==> src/rtl/aes_io_pkg.sv <==
// Shared types and constants for the AES byte-serial I/O sequencer.
// Optional CBC chaining is enabled by defining AES_IO_CBC_EN.
package aes_io_pkg;

  localparam int BLOCK_BYTES = 16;
  localparam int CNT_W       = 5;

  localparam logic [CNT_W-1:0] CNT_FULL = CNT_W'(BLOCK_BYTES);
  localparam logic [CNT_W-1:0] CNT_LAST = CNT_W'(BLOCK_BYTES - 1);
  localparam logic [CNT_W-1:0] CNT_ONE  = CNT_W'(1);

  typedef enum logic [1:0] {
    LOAD   = 2'd0,
    RUN    = 2'd1,
    UNLOAD = 2'd2
  } state_t;

endpackage

==> src/rtl/aes_io_edge_sync.sv <==
// Pin strobe synchroniser: SYNC_STAGES flops plus a previous-value flop,
// producing a one-cycle pulse on each synchronised 0->1 transition.
module aes_io_edge_sync #(
  parameter int SYNC_STAGES = 2
) (
  input  logic clk,
  input  logic rst_n,
  input  logic i_pin,
  output logic o_rise
);

  logic [SYNC_STAGES-1:0] r_sync;
  logic                   r_prev;

  // Keeps sampling regardless of the design enable.
  always_ff @(posedge clk or negedge rst_n) begin
    if (!rst_n) begin
      r_sync <= '0;
      r_prev <= 1'b0;
    end else begin
      r_sync <= {r_sync[SYNC_STAGES-2:0], i_pin};
      r_prev <= r_sync[SYNC_STAGES-1];
    end
  end

  assign o_rise = r_sync[SYNC_STAGES-1] & ~r_prev;

endmodule

==> src/rtl/aes_io_sequencer.sv <==
// Byte-serial key/plaintext loader, AES core starter and ciphertext unloader.
// Define AES_IO_CBC_EN to chain blocks (CBC, IV = 0); default build is ECB.
module aes_io_sequencer
  import aes_io_pkg::*;
#(
  parameter int SYNC_STAGES = 2
) (
  input  logic         clk,
  input  logic         rst_n,
  input  logic         ena,
  input  logic [7:0]   in_byte,
  input  logic         in_valid,
  input  logic         in_is_key,
  input  logic         out_ready,
  output logic [7:0]   out_byte,
  output logic         out_valid,
  output logic         busy,
  output logic         ovf,
  output logic         core_start,
  output logic [127:0] core_key,
  output logic [127:0] core_pt,
  input  logic         core_done,
  input  logic [127:0] core_ct
);

  state_t             r_state, w_state_nxt;
  logic [CNT_W-1:0]   r_key_cnt, w_key_cnt_nxt;
  logic [CNT_W-1:0]   r_pt_cnt, w_pt_cnt_nxt;
  logic [CNT_W-1:0]   r_out_cnt, w_out_cnt_nxt;
  logic               r_key_used, w_key_used_nxt;
  logic [127:0]       r_key, w_key_nxt;
  logic [127:0]       r_pt, w_pt_nxt;
  logic [127:0]       r_ct, w_ct_nxt;
  logic               r_ovf, w_ovf_nxt;
  logic               w_start;
  logic               w_in_ev;
  logic               w_out_ev;
`ifdef AES_IO_CBC_EN
  logic [127:0]       r_chain, w_chain_nxt;
`endif

  aes_io_edge_sync #(.SYNC_STAGES(SYNC_STAGES)) u_in_sync (
    .clk    (clk),
    .rst_n  (rst_n),
    .i_pin  (in_valid),
    .o_rise (w_in_ev)
  );

  aes_io_edge_sync #(.SYNC_STAGES(SYNC_STAGES)) u_out_sync (
    .clk    (clk),
    .rst_n  (rst_n),
    .i_pin  (out_ready),
    .o_rise (w_out_ev)
  );

  always_ff @(posedge clk or negedge rst_n) begin
    if (!rst_n) begin
      r_state    <= LOAD;
      r_key_cnt  <= '0;
      r_pt_cnt   <= '0;
      r_out_cnt  <= '0;
      r_key_used <= 1'b0;
      r_key      <= '0;
      r_pt       <= '0;
      r_ct       <= '0;
      r_ovf      <= 1'b0;
`ifdef AES_IO_CBC_EN
      r_chain    <= '0;
`endif
    end else begin
      r_state    <= w_state_nxt;
      r_key_cnt  <= w_key_cnt_nxt;
      r_pt_cnt   <= w_pt_cnt_nxt;
      r_out_cnt  <= w_out_cnt_nxt;
      r_key_used <= w_key_used_nxt;
      r_key      <= w_key_nxt;
      r_pt       <= w_pt_nxt;
      r_ct       <= w_ct_nxt;
      r_ovf      <= w_ovf_nxt;
`ifdef AES_IO_CBC_EN
      r_chain    <= w_chain_nxt;
`endif
    end
  end

  // Valid/ready: out_valid stays high in UNLOAD; each synchronised out_ready
  // rise consumes the presented byte. in_valid rises are accepted only in LOAD.
  always_comb begin
    w_state_nxt    = r_state;
    w_key_cnt_nxt  = r_key_cnt;
    w_pt_cnt_nxt   = r_pt_cnt;
    w_out_cnt_nxt  = r_out_cnt;
    w_key_used_nxt = r_key_used;
    w_key_nxt      = r_key;
    w_pt_nxt       = r_pt;
    w_ct_nxt       = r_ct;
    w_ovf_nxt      = r_ovf;
    w_start        = 1'b0;
`ifdef AES_IO_CBC_EN
    w_chain_nxt    = r_chain;
`endif
    if (ena) begin
      case (r_state)
        LOAD: begin
          if (r_key_cnt == CNT_FULL && r_pt_cnt == CNT_FULL) begin
            w_start        = 1'b1;
            w_pt_cnt_nxt   = '0;
            w_key_used_nxt = 1'b1;
            w_state_nxt    = RUN;
            if (w_in_ev) w_ovf_nxt = 1'b1;
          end else if (w_in_ev) begin
            if (in_is_key) begin
              if (r_key_cnt != CNT_FULL) begin
                w_key_nxt     = {r_key[119:0], in_byte};
                w_key_cnt_nxt = r_key_cnt + CNT_ONE;
`ifdef AES_IO_CBC_EN
                if (r_key_cnt == CNT_LAST) w_chain_nxt = '0;
`endif
              end else if (r_key_used) begin
                // A key byte after a completed block starts a fresh key.
                w_key_nxt      = {r_key[119:0], in_byte};
                w_key_cnt_nxt  = CNT_ONE;
                w_key_used_nxt = 1'b0;
              end else begin
                w_ovf_nxt = 1'b1;
              end
            end else if (r_pt_cnt != CNT_FULL) begin
              w_pt_nxt     = {r_pt[119:0], in_byte};
              w_pt_cnt_nxt = r_pt_cnt + CNT_ONE;
            end else begin
              w_ovf_nxt = 1'b1;
            end
          end
        end
        RUN: begin
          if (w_in_ev) w_ovf_nxt = 1'b1;
          if (core_done) begin
            w_ct_nxt      = core_ct;
            w_out_cnt_nxt = '0;
            w_state_nxt   = UNLOAD;
`ifdef AES_IO_CBC_EN
            w_chain_nxt   = core_ct;
`endif
          end
        end
        UNLOAD: begin
          if (w_in_ev) w_ovf_nxt = 1'b1;
          if (w_out_ev) begin
            w_ct_nxt      = {r_ct[119:0], 8'h00};
            w_out_cnt_nxt = r_out_cnt + CNT_ONE;
            if (r_out_cnt == CNT_LAST) w_state_nxt = LOAD;
          end
        end
        default: w_state_nxt = LOAD;
      endcase
    end
  end

  assign core_start = w_start;
  assign busy       = (r_state == RUN) || (r_state == UNLOAD);
  assign out_valid  = (r_state == UNLOAD);
  assign out_byte   = out_valid ? r_ct[127:120] : 8'h00;
  assign ovf        = r_ovf;
  assign core_key   = r_key;
`ifdef AES_IO_CBC_EN
  assign core_pt    = r_pt ^ r_chain;
`else
  assign core_pt    = r_pt;
`endif

endmodule

==> config.mk <==
export PLATFORM = sky130hd
export DESIGN_NAME = aes_io_sequencer
export DESIGN_NICKNAME = d
export VERILOG_FILES = /design/src/rtl/aes_io_pkg.sv /design/src/rtl/aes_io_edge_sync.sv /design/src/rtl/aes_io_sequencer.sv
export SDC_FILE = /design/constraint.sdc
export NUM_CORES = 1
export LEC_CHECK = 0
export ABC_AREA = 1
export CORE_AREA = 2 2 190 192
export CTS_CLUSTER_DIAMETER = 100
export DETAILED_ROUTE_END_ITERATION = 7
export DIE_AREA = 0 0 192 194
export GPL_TIMING_DRIVEN = 0
export HOLD_SLACK_MARGIN = 0.15
export PLACE_DENSITY = 0.86
export SKIP_CTS_REPAIR_TIMING = 1
export SYNTH_ARGS = -nofsm -noshare
export SYNTH_HDL_FRONTEND = slang
export SYNTH_SLANG_ARGS = --single-unit
==> constraint.sdc <==
create_clock -name clk -period 2.15 [get_ports clk]
set_input_delay 0.215 -clock clk [delete_from_list [all_inputs] [get_ports clk]]
set_output_delay 0.215 -clock clk [all_outputs]
set_load 0.01 [all_outputs]
==> flow_summary.yaml <==
grt:
  track_usage_pct: 27.4
  grt_pass1_wl_um: 81400
  overflow: 0
  grt_max_degree: 129
  grt_pass1_vias: 15923
  grt_antenna_before_repair: 0
finish:
  area_growth_pct: 36.6
  num_antenna_cells: 0
  fillers: 2605
  nNetsFinal: 2716
  multi_input_area_um2: 5940
  instances_no_fill: 3055
  drive_gt1_share_pct: 7.90
  regArea_um2: 10200
  layout.core_utilization_pct: 67.8
power:
  cellLeakagePower_nw: 12.6
  power_density_nw_per_um2: 942
  ir_worst_vdd_mv: 0.792
synth:
  synthArstFlopShare_pct: 100
  synth_ff_type: "dfrtp_1"
  synth-seq-area-share_pct: 58.6
  synth_top_area_share_pct: 58.6
  synth_cells: 2091
  synthTopCellsByArea: "dfrtp_1 59%, nand2_1 20%, o21ai_0 5.6%"
  synth_warnings: 0
  synth-edff-count: 0
  yosys.area.top_type: "dfrtp_1"
  syn_area_um2: 17500
  yosys.cell_count.top_type: "nand2_1"
  syn-num-nets: 2246
  synth_common_cells: "954 x nand2_1, 409 x dfrtp_1, 197 x o21ai_0"
  synth_cell_types: 30
  synth.avg_cell_area_um2: 8.35
  ys_ff_latch: 409
placement:
  place_hpwl_um: 36900
  placed_cells: 2965
  place_congestion: 0.906
  io_buffers: 410
  dp_slack_ps: -327
critical_path:
  worstSetupEndpointType: "output port"
  r2r_setup_slack_ps: 110
  path_class: "reg -> out"
  required_ps: 1930
  r2r_cells: 11
  critPathArrivalTime_ps: 1840
  critPathMaxFanout: 5
  startpoint_type: "register"
  r2r-start: "r_state[0]"
  regToRegEndpoint: "core_key[96]"
worst_hold_path:
  hp-class: "in -> async"
timing:
  slew_viol_final: 0
  layout_min_cycle_time_ps: 2060
  fmax_mhz: 486
  fin_ws_ps: 93.6
  setup-violations-final: 0
  timing.final.crit_share_pct: 95.6
  hold_viol: 0
  tightestPinTransition_ps: 626
  clock_skew_ps: 19.2
  max_slew_margin_pct: 58.3
routing:
  ant_nets: 0
  avgViaCountPerCell: 5.19
  drc: 0
  wl_per_cell_um: 17.0
  firstDrtPassIters: 7
  routed_wl_um: 51800
  drt-initial-drc-count: 1324
  vias: 15869
floorplanning:
  rows: 69
  fp.dieW_um: 192
  die_h_um: 194
  boundaryPins: 411
  fp.coreArea_um2: 35200
  start_util_pct: 49.6
  dieArea_um2: 37200
cts:
  root_buffer: "clkbuf_16"
  cts_tree: "done"
  max-clock-path-buffers: 3
  cts_made_buffers: 42
  htree_levels: 2
  numClockSinks: 409
  clk_pin_slew_worst_paths_ps: 60
  worstSkewPairLatency_ps: 540
run:
  drv_cap: 0
run_status:
  status: "completed"
==> through the flow <==
stage	hold WS, ps	TNS [ps]	cell area [µm²]	power, mW
2_1_floorplan	-80.6	0	17500	12.6
3_3_place_gp	331	-6706980	22100	14.7
3_5_place_dp	253	-7800	22200	14.9
4_1_cts	-325	-16930	23700	22.4
5_1_grt	272	-189	23900	23.6
6_report	260	0	23900	22.5
==> worst max-delay path by stage <==
stage / from / slack, ps / cells past startpoint / endpoint
2_1_floorplan: r_state[0] / 370 / 10 / r_ct[111]
3_3_place_gp: rst_n / -16420 / 1 / core_key[69]
3_5_place_dp: r_state[0] / -330 / 8 / r_ct[16]
4_1_cts: r_state[0] / -710 / 6 / out_byte[4]
5_1_grt: r_state[0] / -20 / 11 / core_key[96]
6_report: r_key_cnt[0] / 90 / 9 / core_start
==> area by class of cell <==
| cell class | instances | area share (%) |
|---|---|---|
| Sequential cell | 409 | 42.9 |
| Multi-Input combinational cell | 1393 | 24.9 |
| Timing Repair Buffer | 426 | 18.1 |
| Clock buffer | 64 | 5.48 |
| Buffer | 123 | 3.02 |
| Inverter | 166 | 2.62 |
| Tap cell | 461 | 2.42 |
| Clock inverter | 13 | 0.530 |
==> cell usage in the layout, fill, tap and decap left out, types with 3 or more instances in the layout <==
cell type	synthesis	routed
nand2_1	954	953
dfrtp_1	409	408
clkdlybuf4s50_1	0	398
o21ai_0	197	197
inv_1	163	160
nand3_1	134	133
buf_2	69	63
o21ai_1	61	61
clkbuf_16	0	45
clkbuf_1	25	28
buf_4	16	26
nor2_1	14	14
buf_6	11	12
clkbuf_8	0	11
dlymetal6s2s_1	0	10
ha_1	12	9
clkinv_2	0	8
clkbuf_4	0	6
inv_2	3	5
clkbuf_2	1	4
nor3_1	3	3
nor2_4	3	3
dlygate4sd3_1	0	3
buf_16	0	3
==> where the power goes <==
group          total [mW]  internal (mW)  switching (mW)
clock network        7.49           4.45            3.04
registers            10.1           9.28           0.773
logic                4.93           2.12            2.81
total                22.5           15.9            6.62
==> state kept, by name, indices dropped and copies added (netlist names) <==
register and count:
u_out_sync.r_sync 2, r_pt_cnt 5, core_key 128, r_key_cnt 5
r_out_cnt 5, u_in_sync.r_sync 2, r_ct 128, core_pt 128
ovf 1, r_key_used 1, u_out_sync.r_prev 1, u_in_sync.r_prev 1
r_state 2
==> cells by family after synthesis <==
family	synth area share, %
AO/OA/AOI/OAI	7.64
XOR/XNOR	0.150
adder cells (fa/ha/maj)	0.860
buffers and inverters	7.53
flip-flops	58.6
multiplexers	0.0573
AND/OR/NAND/NOR	25.2
==> routing by layer <==
metal  wire length [µm]  share of wire, %  GRT usage [%]  vias up
li1                   -                 -              -     7435
met5                  0                 0              0        -
met3               4610               8.9           6.55      135
met4               2150               4.1           11.8        0
met2              25600                49           45.8      690
met1              19500                38           34.0     7609
==> worst max-delay path: stages (launching register included) <==
cell     delay, ps
dfrtp_1        400
inv_2           80
ha_1           150
nand2_1         70
inv_1           80
nand2_2        100
nor2_4         140
nand2_1         90
inv_1           60
buf_2          140
Note: power is estimated with default switching activity, not from simulation.
